==> config.mk <==
export PLATFORM = sky130hd
export DESIGN_NAME = cook_timer
export DESIGN_NICKNAME = d
export VERILOG_FILES = /design/src/rtl/cook_timer.sv
export SDC_FILE = /design/constraint.sdc
export NUM_CORES = 1
export LEC_CHECK = 0
export CAP_MARGIN = 40
export CORE_MARGIN = 1
export CORE_UTILIZATION = 40
export CTS_CLUSTER_SIZE = 20
export DETAILED_ROUTE_END_ITERATION = 16
export PLACE_DENSITY = 0.67
export SLEW_MARGIN = 0
export SYNTH_ARGS = -nofsm -noshare
export SYNTH_HDL_FRONTEND = slang
export SYNTH_SLANG_ARGS = --single-unit
export TNS_END_PERCENT = 50
==> constraint.sdc <==
create_clock -name clk -period 2.9 [get_ports clk]
set_input_delay 0.58 -clock clk [delete_from_list [all_inputs] [get_ports clk]]
set_output_delay 0.58 -clock clk [all_outputs]
set_load 0.01 [all_outputs]
==> src/rtl/cook_timer.sv <==
// cook_timer: BCD MM:SS countdown stage fed by the microwave controller.
// Captures a sanitised load value, counts it down once per CLK_DIV clocks
// while cook is high, and returns a one-cycle done pulse at expiry.
// Optional feature macro: COOK_TIMER_BLINK_EN (blink 0000/FFFF while expired).
module cook_timer #(
  parameter int CLK_DIV = 50000000,
  parameter int PW      = 26
) (
  input  logic        clk,
  input  logic        reset,
  input  logic [15:0] time_load,
  input  logic        load,
  input  logic        cook,
  output logic [15:0] time_out,
  output logic        done,
  output logic        running
);

  typedef enum logic [1:0] {IDLE, RUN, EXPIRED} state_t;

  localparam logic [PW-1:0] PRESC_MAX = PW'(CLK_DIV - 1);

  state_t        r_state;
  state_t        w_nextState;
  logic [15:0]   r_count;
  logic [15:0]   w_nextCount;
  logic [15:0]   w_decCount;
  logic [PW-1:0] r_presc;
  logic [PW-1:0] w_nextPresc;
  logic          r_done;
  logic          w_nextDone;
  logic          w_wrap;
  logic          w_advance;
`ifdef COOK_TIMER_BLINK_EN
  logic          r_blank;
  logic          w_nextBlank;
`endif

  // Clamp out-of-range digits: any digit above 9 becomes 9, tens-of-seconds above 5 becomes 5.
  function automatic logic [15:0] sanitise(input logic [15:0] v);
    logic [3:0] tm, m, ts, s;
    tm = (v[15:12] > 4'd9) ? 4'd9 : v[15:12];
    m  = (v[11:8]  > 4'd9) ? 4'd9 : v[11:8];
    ts = (v[7:4]   > 4'd5) ? 4'd5 : v[7:4];
    s  = (v[3:0]   > 4'd9) ? 4'd9 : v[3:0];
    return {tm, m, ts, s};
  endfunction

  // Subtract one second from an MM:SS BCD value with a digit borrow chain, saturating at 0000.
  function automatic logic [15:0] bcdDec(input logic [15:0] v);
    logic [3:0] tm, m, ts, s;
    logic       b;
    {tm, m, ts, s} = v;
    b = 1'b0;
    if (v != 16'h0000) begin
      if (s == 4'd0) begin
        s = 4'd9;
        b = 1'b1;
      end else begin
        s = s - 4'd1;
      end
      if (b) begin
        if (ts == 4'd0) begin
          ts = 4'd5;
        end else begin
          ts = ts - 4'd1;
          b  = 1'b0;
        end
      end
      if (b) begin
        if (m == 4'd0) begin
          m = 4'd9;
        end else begin
          m = m - 4'd1;
          b = 1'b0;
        end
      end
      if (b) begin
        tm = tm - 4'd1;
      end
    end
    return {tm, m, ts, s};
  endfunction

  assign w_wrap     = (r_presc == PRESC_MAX);
  assign w_decCount = bcdDec(r_count);

  // State register; everything returns to idle/zero the moment reset goes low.
  always_ff @(posedge clk or negedge reset) begin
    if (!reset) begin
      r_state <= IDLE;
    end else begin
      r_state <= w_nextState;
    end
  end

  // Next-state logic: load wins outright, otherwise IDLE/RUN advance the prescaler while cooking.
  always_comb begin
    w_nextState = r_state;
    w_nextCount = r_count;
    w_nextPresc = r_presc;
    w_nextDone  = 1'b0;
    w_advance   = 1'b0;
`ifdef COOK_TIMER_BLINK_EN
    w_nextBlank = 1'b0;
`endif
    if (load) begin
      w_nextState = IDLE;
      w_nextCount = sanitise(time_load);
      w_nextPresc = '0;
    end else begin
      case (r_state)
        IDLE: begin
          if (cook) begin
            if (r_count == 16'h0000) begin
              w_nextState = EXPIRED;
              w_nextDone  = 1'b1;
`ifdef COOK_TIMER_BLINK_EN
              w_nextPresc = '0;
`endif
            end else begin
              w_advance = 1'b1;
            end
          end
        end
        RUN: begin
          if (cook) begin
            w_advance = 1'b1;
          end else begin
            w_nextState = IDLE;
          end
        end
        EXPIRED: begin
          if (!cook) begin
            w_nextState = IDLE;
          end else begin
`ifdef COOK_TIMER_BLINK_EN
            w_nextBlank = w_wrap ? ~r_blank : r_blank;
            w_nextPresc = w_wrap ? '0 : r_presc + PW'(1);
`endif
          end
        end
        default: begin
          w_nextState = IDLE;
        end
      endcase
      if (w_advance) begin
        w_nextState = RUN;
        if (w_wrap) begin
          w_nextPresc = '0;
          w_nextCount = w_decCount;
          if (w_decCount == 16'h0000) begin
            w_nextState = EXPIRED;
            w_nextDone  = 1'b1;
          end
        end else begin
          w_nextPresc = r_presc + PW'(1);
        end
      end
    end
  end

  // Datapath registers: count, prescaler, done pulse and blink phase.
  always_ff @(posedge clk or negedge reset) begin
    if (!reset) begin
      r_count <= 16'h0000;
      r_presc <= '0;
      r_done  <= 1'b0;
`ifdef COOK_TIMER_BLINK_EN
      r_blank <= 1'b0;
`endif
    end else begin
      r_count <= w_nextCount;
      r_presc <= w_nextPresc;
      r_done  <= w_nextDone;
`ifdef COOK_TIMER_BLINK_EN
      r_blank <= w_nextBlank;
`endif
    end
  end

`ifdef COOK_TIMER_BLINK_EN
  assign time_out = r_blank ? 16'hFFFF : r_count;
`else
  assign time_out = r_count;
`endif
  assign done    = r_done;
  assign running = (r_state == RUN);

endmodule

After elaboration in Yosys (flattened, before gate mapping)
Cells that the tools add are included.
- add/subtract/negate cells: 5
- order comparisons: 4
- equality and inequality tests: 6
- multiplexer cells: 48
- reduce and logical (&&, ||, !) cells: 12
- operators with widths (cell ; count):
    $mux W26 ; 3
    $mux W4 ; 14
    $mux W16 ; 3
    $logic_not A16 Y1 ; 2
    $add A26 B1 Y26 const B ; 1
    $eq A26 B26 Y1 const B ; 1
    $mux W1 ; 19
    $reduce_bool A16 Y1 ; 1
    $sub A4 B1 Y4 const B ; 4
    $mux W2 ; 7
    $gt A4 B4 Y1 const B ; 3
    $logic_not A4 Y1 ; 3
    $ne A4 B4 Y1 const B ; 2
    $gt A4 B3 Y1 const B ; 1
    $ne A4 B3 Y1 const B ; 1
    $pmux W2 S2 ; 1
    $reduce_bool A2 Y1 ; 2
    $reduce_and A3 Y1 ; 1
    $eq A2 B1 Y1 const B ; 1
    $eq A2 B2 Y1 const B ; 1
    $logic_not A2 Y1 ; 1
    $pmux W1 S2 ; 1
    $reduce_and A2 Y1 ; 1
    $reduce_or A2 Y1 ; 1
- bits in registers: 45
- input port bits: 20
- output and inout port bits: 18
- word-level logic and storage cells: 79

Depth between registers and ports, before layout
Gate-level depths: netlist (run 1).
- word-level depth: 14
- mapped depth: 10
- gate-level depth less buffers: 9

Least setup slack after synthesis (run 1)
OpenSTA, ideal clock, no wires.
- kind: reg2reg
- from: register r_count[12] (netlist: time_out[12])
- to: register r_count[5] (netlist: time_out[5])
- setup time: 0.130 ns
- arrival time: 2.528 ns
- required time: 2.770 ns
- slack: 0.241 ns
- cell stages (with the launch flop): 10
- buffers on the path: 0
- clock period less this slack: 2.659 ns
- cells stage by stage: dfrtp_1 inv_1 ha_1 or3b_2 or3_1 or4_1 nand4_2 or2_1 mux2i_1 o21ai_1
- longest elaborated chain between the ends: 7
- elaborated cells on any way between the ends: 12
- classes of those cells: 8 x mux; 4 x reduce/logical
- ends and longest elaborated chain (item ; RTL line ; text):
    start, declared ; 25 ; logic [15:0] r_count;
    start signal, assigned ; 173 ; r_count <= w_nextCount;
    $logic_not A16 Y1 ; 115 ; if (r_count == 16'h0000) begin
    $mux W1 ; 115 ;
    $mux W1 ; 114 ; if (cook) begin
    $pmux W1 S2 ; 112 ; case (r_state)
    $mux W1 ; 107 ; if (load) begin
    $reduce_bool A2 Y1 (no line) ; n/a ;
    $reduce_and A2 Y1 (no line) ; n/a ;
Parallel ways exist; a longest one is shown, timed or not. The select of a mux whose other input is x is not followed.
A chain may end at the register's enable or synchronous reset.

Worst setup path after layout (run 1)
- from: register r_count[13] (netlist: time_out[13])
- to: register r_count[5] (netlist: time_out[5])
The elaborated chain is that of the path after synthesis.

==> impl_results.md, run 1 <==
- Status: finished, final reports clean
- Vias in the first global route: 2485
- Setup crit end kind: register
- Worst VDD drop: 0.0002695 V
- Synth area leader: dfrtp_1
- Hold Buf Count CTS: 0
- RD Place Congestion: 0.8395
- PortBufs: 37
- CP top delay family: simple AND/OR/NAND/NOR gates
- Lkg Pwr: 1.414 nW
- Critical Path Fanout Max: 6
- Max_cap viols: 0
- FF+latch count, synth: 45
- Critical path cell sequence: inv_1 -> ha_1 -> or3b_4 -> or3_1 -> or4_4 -> nand4_4 -> or2_1 -> mux2i_1 -> o21ai_1
- CTS Buf Count: 5
- Area grow syn2layout: 26.17%
- Count leader, synth: nor2_1
- Largest net degree at the start of global routing: 34
- Synth area leaders: dfrtp_1, nor2_1, xnor2_1
- Post-route ant nets: 0
- WP data required: 3080 ps
- Antenna violations before repair: 0
- Sink Count: 45
- Worst Hold Class: primary input to asynchronous set/reset pin
- Post-DP HPWL: 4754 um
- Peak per-stage delay on the critical path: 540 ps
- Vias post-DR: 2445
- Pins Over Slew Limit: 0
- Post-route DRC: 0
- Synth warnings: 0
- Gr usage total: 19.12%
- Critical path class: register to register
- # setup viols final: 0
- 1st-iter DRT viols: 90
- # diodes: 0
- Pre-antenna DRT Iters: 4
- Unique masters post-synth: 64
- Vias/cell: 5.269
- Drt total wl: 6545 um
- Core ar.: 0.006794 sq mm
- Slowest CP cell: or4_4
- RSZ-0062 raised after global routing: no
- Cell Count, Final, Fillers Out: 464
- Worst slew pin tran: 442.1 ps
- EDFF count, synth: 0
- Clk Latency, worst-skew pair: 300 ps
- Root buffer cell: clkbuf_8
- Clock tree buffer depth: 2
- Die Y-Extent: 86.04 um
- Final critical-path required period: 2686 ps
- Post-Place Cells: 453
- Tot Pwr: 1.441 mW
- Setup TNS: 0 ps
- Power Density: 404.3 mW/mm^2
- Initial Util: 41.58%
- Die Area: 0.007403 sq mm
- CTS tree: done
- Ys async rst share: 100.0%
- Commonest cells in the netlist: nor2_1, dfrtp_1, nand2_1
- Row Count: 30
- Number of nets in the layout: 393
- Final core utilization: 52.47%
- Final critical-path share of the clock period: 92.63%
- H-tree levels: 2
- Post-Synthesis Cells: 312
- Main synth FF type: dfrtp_1
- Fraction of layout cells with a size suffix above 1: 14.40%
- Final Skew: 4.828 ps
- Avg Synthesized Cell Area: 9.055 sq um
- GR Overflow Total: 0
- Die width: 86.04 um
- Setup crit start kind: register
- Mapped Area: 0.002825 sq mm
- Syn_nets: 337
- WL/cell: 14.11 um
- Hold Fails Final Rpt: 0
- Rel. slew slack: 70.49%
- Clk slew on worst S/H paths: 90 ps
- Max Fclk: 372.3 MHz
- Seq/Total Area, Yosys: 39.86%
- First-pass GRT wire length: 11320 um
- CP Buf/Inv Count: 1
- Fin Hold WS: 153.7 ps
- Worst endpoint data arrival time: 2860 ps
- Synth top area share: 39.86%
- I/O pin total: 38
per-stage QoR:
| stage | setup slack (ps) | cell area (sq um) |
|---|---|---|
| floorplan | 241.4 | 2825 |
| CTS | 37.24 | 3503 |
| detailed placement | 57.82 | 3400 |
| global placement | 107.6 | 3379 |
| finish | 213.9 | 3565 |
| global route | 74.03 | 3565 |
final cells by class:
cell class / count / area [sq um]
sequential: 45 / 1126
multi-input combinational: 242 / 1608
inverter: 13 / 48.80
timing repair buffer: 61 / 558.0
clock inverter: 2 / 35.03
clock buffer: 5 / 68.82
fill: 669 / 3229
tap: 96 / 120.1
worst paths after layout:
check	end	cells past startpoint	slack [ps]	from
worst max-delay path	time_out[5]	9	210	time_out[13]
worst min-delay path	r_presc[5]	1	150	reset
worst max register to register	time_out[5]	9	210	time_out[13]
worst min register to register	r_state[1]	2	500	r_state[1]
max in group asynchronous	time_out[6]	2	2280	reset
min in group clk	r_state[1]	2	500	r_state[1]
sequential cells by signal, indices dropped and copies added (netlist names):
name,cells
r_presc,26
done,1
time_out,16
r_state,2
where the power goes:
group | internal, mW | switching [mW] | total, mW
Combinational | 0.144 | 0.165 | 0.309
Sequential | 0.650 | 0.0159 | 0.666
Clock | 0.251 | 0.216 | 0.466
Total | 1.05 | 0.396 | 1.44
cells in the final DEF, fill, tap and decap left out, drive strengths merged, types with 2 or more instances in the layout:
cell,instances
and2,2
nand3b,2
a21oi,12
dfrtp,45
clkdlybuf4s50,36
nand4,4
xnor2,17
nand3,15
nor2,46
nor3b,3
xor2,9
mux2i,3
or3,8
o21ai,21
nand2,21
or4,7
clkbuf,5
a31oi,2
or2,2
a22oi,2
ha,5
buf,25
nor4,12
mux2,2
nor3,10
o21a,3
nand2b,4
and3,4
inv,13
a21o,3
o31a,2
o211a,2
cell families after synthesis:
kind of cell / share of synthesized area (%)
adders and majority gates: 2.214
and+or+nand+nor: 27.99
muxes: 1.993
buffers and inverters: 4.340
AOI/OAI and AO/OA: 15.55
DFF: 39.86
xor gates and xnor gates: 8.060
per-layer routing:
metal | vias up | part of all wire, % | track usage (%)
li1 | 1217 | - | -
met1 | 1173 | 46 | 24.32
met3 | 10 | 3.3 | 4.235
met2 | 45 | 49 | 32.18
met5 | - | 0 | 0
met4 | 0 | 1.2 | 6.212
repair_timing:
action	4_1_cts	5_1_grt
resized for setup	0	5
setup endpoints to repair	0	27
buffers inserted	0	4
No activity file was read; power rests on OpenSTA's default activity.
==> inputs of run 2 (changes only) <==
--- a/config.mk
+++ b/config.mk
@@ -10,7 +10,8 @@
 export CORE_UTILIZATION = 40
 export CTS_CLUSTER_SIZE = 20
 export DETAILED_ROUTE_END_ITERATION = 16
-export PLACE_DENSITY = 0.67
+export DONT_BUFFER_PORTS = 1
+export PLACE_DENSITY = 0.6
 export SLEW_MARGIN = 0
 export SYNTH_ARGS = -nofsm -noshare
 export SYNTH_HDL_FRONTEND = slang
==> impl_results.md, run 2 (synthesized netlist as in run 1, its figures left out) <==
- Status: finished, final reports clean
- First-pass GRT wire length: 11230 um
- Commonest non-fill, non-tap cells in the layout: nor2_1, dfrtp_1, nand2_1
- Critical path class: register to register
- M1 GR Usage: 24.92%
- 1st-iter DRT viols: 134
- GR Util met2: 30.88%
- Largest net degree at the start of global routing: 46
- Critical path cell sequence: inv_1 -> ha_1 -> or3b_2 -> or4_4 -> a21o_4 -> nand3_4 -> nor4_1 -> xor2_1 -> mux2_2
- Sink Count: 45
- Power Density: 440.3 mW/mm^2
- Drt total wl: 6421 um
- Tot Pwr: 1.390 mW
- Clock tree buffer depth: 2
- Worst VDD drop: 0.0002312 V
- Clk Latency, worst-skew pair: 310 ps
- Final Skew: 11.36 ps
- Reg area: 0.001126 sq mm
- CP top delay family: simple AND/OR/NAND/NOR gates
- R2r startpoint: time_out[13]
- Core ar.: 0.006794 sq mm
- Pre-antenna DRT Iters: 4
- Rel. slew slack: 68.48%
- Die Area: 0.007403 sq mm
- Area of the multi-input gates: 0.001584 sq mm
- H-tree levels: 2
- I/O pin total: 38
- Commonest non-fill, non-tap cell in the layout: nor2_1
- Vias/cell: 5.494
- Final critical-path share of the clock period: 95.60%
- CTS Buf Count: 5
- Reg with most FFs: r_presc
- Setup crit start kind: register
- Slowest CP cell: or4_4
- Setup TNS: 0 ps
- Root buffer cell: clkbuf_8
- Initial Util: 41.58%
- Peak per-stage delay on the critical path: 550 ps
- Setup crit end kind: register
- Gr usage total: 19.24%
- GR Overflow Total: 0
- Worst slew pin tran: 472.3 ps
- WL/cell: 15.18 um
- RSZ-0062 raised after global routing: yes
- Vias post-DR: 2324
- Final critical-path required period: 2773 ps
- Critical Path Fanout Max: 11
- Hold Fails Final Rpt: 0
- Max reg flops: 26
- Area grow syn2layout: 11.74%
- PortBufs: 0
- Post-route DRC: 0
- Number of nets in the layout: 351
- Die width: 86.04 um
- Die Y-Extent: 86.04 um
- Setup crit start: time_out[13]
- CP Buf/Inv Count: 1
- Post-DP HPWL: 4577 um
- Fraction of layout cells with a size suffix above 1: 14.37%
- Fillers: 677
- Antenna violations before repair: 0
- Max Fclk: 360.7 MHz
- Worst Hold Class: primary input to asynchronous set/reset pin
- Vias in the first global route: 2363
- # setup viols final: 0
- RD Place Congestion: 0.7624
- Pins Over Slew Limit: 0
- Worst endpoint data arrival time: 2970 ps
- # diodes: 0
- Fin Hold WS: 106.8 ps
- WP data required: 3100 ps
- Post-route ant nets: 0
- Lkg Pwr: 1.244 nW
- Busiest grt layer: met2
- Clk slew on worst S/H paths: 100 ps
- Met3 Usage GRT: 5.101%
- CTS tree: done
- Max_cap viols: 0
- Row Count: 30
-- run 2: changes by cell type in the layout (fill, tap and decap cells not counted), sizes merged --
cell / previous run / this run
buf: 25 / 19
clkdlybuf4s50: 36 / 0
clkinvlp: 0 / 1
-- run 2: final timing paths --
path                           endpoint  slack (ps)  cells past startpoint
max in group asynchronous   time_out[2]        2590                      1
max reg2reg                time_out[11]         130                      9
min in group clk            r_presc[18]         330                      1
max                        time_out[11]         130                      9
min reg2reg                  r_state[1]         490                      2
min                          r_presc[9]         110                      1
-- run 2: power breakdown --
group          internal, mW  leakage, nW  total (mW)  switching (mW)
Sequential            0.650        0.595       0.666          0.0157
Combinational        0.0910        0.595       0.232           0.141
Clock                 0.258       0.0543       0.492           0.234
Total                  1.00         1.24        1.39           0.390
-- run 2: per-stage QoR --
stage / util, % / cell area, sq um / instances / setup slack [ps]
after floorplan: - / 2825 / 312 / 241.4
after global placement: 44.25 / 3007 / 414 / 147.2
after detailed placement: 44.25 / 3007 / 414 / 103.2
after CTS: 46.35 / 3149 / 423 / 62.04
after global routing: 46.46 / 3157 / 423 / -17.23
final: 46.46 / 3157 / 423 / 127.5
-- run 2: area by class of cell --
class                   instances  share of cell area, %
well taps                      96                  3.805
clock buffers                   5                  2.180
flip-flops and latches         45                  35.67
repair buffers                 19                  5.153
clock inverters                 3                  1.467
multi-input cells             242                  50.18
inverters                      13                  1.546
-- run 2: metal layers --
metal  vias to the layer above  routed length (um)
met2                        61                3024
li1                       1138                   -
met4                         0                 102
met3                        11                 367
met5                         -                   0
met1                      1114                2925
-- run 2: what timing repair did --
| item | in CTS | in global routing |
|---|---|---|
| buffers inserted | 0 | 0 |
| setup endpoints to repair | 0 | 5 |
| endpoints found under the hold margin | 45 | 0 |
| resized for setup | 0 | 1 |
| hold buffers | 1 | 0 |
-- run 2: worst register-to-register path, cell delays in order, from the launching register on --
cell,delay [ps]
dfrtp_1,390
inv_1,100
ha_1,170
or3b_2,510
or4_4,550
a21o_4,270
nand3_4,160
nor4_1,100
xor2_1,140
mux2_2,280
==> inputs of run 3 (changes only) <==
--- a/config.mk
+++ b/config.mk
@@ -8,6 +8,7 @@
 export CAP_MARGIN = 40
 export CORE_MARGIN = 1
 export CORE_UTILIZATION = 40
+export CTS_BUF_LIST = sky130_fd_sc_hd__clkbuf_4
 export CTS_CLUSTER_SIZE = 20
 export DETAILED_ROUTE_END_ITERATION = 16
 export DONT_BUFFER_PORTS = 1
==> impl_results.md, run 3 (synthesized netlist as in run 1, its figures left out) <==
- Die Area: 0.007403 sq mm
- Worst endpoint data arrival time: 3020 ps
- DP Worst Slack: 103.2 ps
- Post-route ant nets: 0
- I/O pin total: 38
- Root buffer cell: clkbuf_4
- Final critical-path share of the clock period: 93.83%
- Die Y-Extent: 86.04 um
- Fin Hold WS: 249.9 ps
- Commonest non-fill, non-tap cell in the layout: nor2_1
- Tot Pwr: 1.310 mW
- WL/cell: 15.07 um
- Status: finished, final reports clean
- Fillers: 684
- Vias in the first global route: 2375
- Clk Latency, worst-skew pair: 380 ps
- Max Fclk: 367.5 MHz
- Worst slew pin tran: 473.5 ps
- Worst Hold Class: primary input to register
- 1st-iter DRT viols: 103
- Pins Over Slew Limit: 0
- Initial Util: 41.58%
- Rel. slew slack: 68.40%
- Reg area: 0.001126 sq mm
- Antenna violations before repair: 0
- GR Overflow Total: 0
- Worst VDD drop: 0.0002667 V
- Critical Path Fanout Max: 4
- Max_cap viols: 0
- CTS tree: done
- Hold Path Depth: 1
- Drt total wl: 6406 um
- Max reg flops: 26
- CTS Buf Count: 5
- Reg2Reg Depth: 10
- Final core utilization: 46.61%
- Final WS setup: 178.8 ps
- Reg with most FFs: r_presc
- Hold Fails Final Rpt: 0
- Number of nets in the layout: 353
- Gr usage total: 19.40%
- Post-DP HPWL: 4577 um
- Power Density: 413.8 mW/mm^2
- Commonest non-fill, non-tap cells in the layout: nor2_1, dfrtp_1, nand2_1
- Worst reg2reg endpoint: done
- Clock tree buffer depth: 2
- # setup viols final: 0
- H-tree levels: 2
- Die width: 86.04 um
- Area of the multi-input gates: 0.001608 sq mm
- PortBufs: 0
- RSZ-0062 raised after global routing: no
- Worst Hold End: r_presc[18]
- WP data required: 3200 ps
- First-pass GRT wire length: 11300 um
- Row Count: 30
- R2r startpoint: time_out[13]
- Vias/cell: 5.440
- Largest net degree at the start of global routing: 46
- Sink Count: 45
- Post-route DRC: 0
- RD Place Congestion: 0.7624
- Area grow syn2layout: 12.09%
- # diodes: 0
- Clk slew on worst S/H paths: 150 ps
- Final Skew: 15.00 ps
- Setup crit end kind: register
- Vias post-DR: 2312
- Hold Path Origin: load
- Pre-antenna DRT Iters: 4
- Setup TNS: 0 ps
- Core ar.: 0.006794 sq mm
- Critical path class: register to register
- Fraction of layout cells with a size suffix above 1: 14.89%
- Lkg Pwr: 1.253 nW
- Reg2reg setup slack: 180 ps
- Final critical-path required period: 2721 ps
- Setup crit start kind: register
run 3: cell count changes in the layout (fill, tap and decap cells not counted), sizes merged:
cell | before | now
buf | 19 | 20
dlygate4sd3 | 0 | 1
run 3: timing repair:
action / in CTS / in global routing
endpoints found under the hold margin: 45 / 14
endpoints found under the setup margin: 0 / 9
setup buffers: 0 / 1
hold buffers: 1 / 1
gates resized for setup: 0 / 5
run 3: area by class of cell:
cell class | instances | share of cell area (%)
timing repair buffer | 21 | 5.689
clock buffer | 5 | 1.185
multi-input combinational | 242 | 50.77
sequential | 45 | 35.56
clock inverter | 3 | 1.462
tap | 96 | 3.793
inverter | 13 | 1.541
run 3: per-stage QoR:
stage / instance area (sq um) / instances
floorplan: 2825 / 312
global placement: 3007 / 414
detailed placement: 3007 / 414
CTS: 3118 / 423
global route: 3167 / 425
finish: 3167 / 425
run 3: worst max path at each step:
stage | startpoint | to | depth (start not counted)
global placement | time_out[13] | time_out[11] | 9
detailed placement | time_out[13] | time_out[11] | 9
finish | time_out[13] | done | 10
CTS | time_out[13] | time_out[11] | 9
global route | time_out[13] | done | 10
floorplan | time_out[12] | time_out[5] | 9
run 3: critical path, cell delays in order, from the launching register on:
cell,delay (ps)
dfrtp_1,410
inv_1,100
ha_1,170
or3b_4,420
or3_1,370
nor4_4,250
o211ai_1,160
a2111oi_4,380
buf_4,180
o21ai_0,70
a21oi_1,150
run 3: power by group:
group	leakage (nW)	switching [mW]	total, mW	internal [mW]
Clock	0.0414	0.224	0.407	0.183
Combinational	0.616	0.144	0.237	0.0930
Sequential	0.595	0.0158	0.667	0.651
Total	1.25	0.384	1.31	0.927
run 3: layer usage:
layer	routed length (um)	GRT usage, %
met3	352	5.486
met5	0	0
met4	114	7.424
met1	2930	24.98
met2	3009	30.88
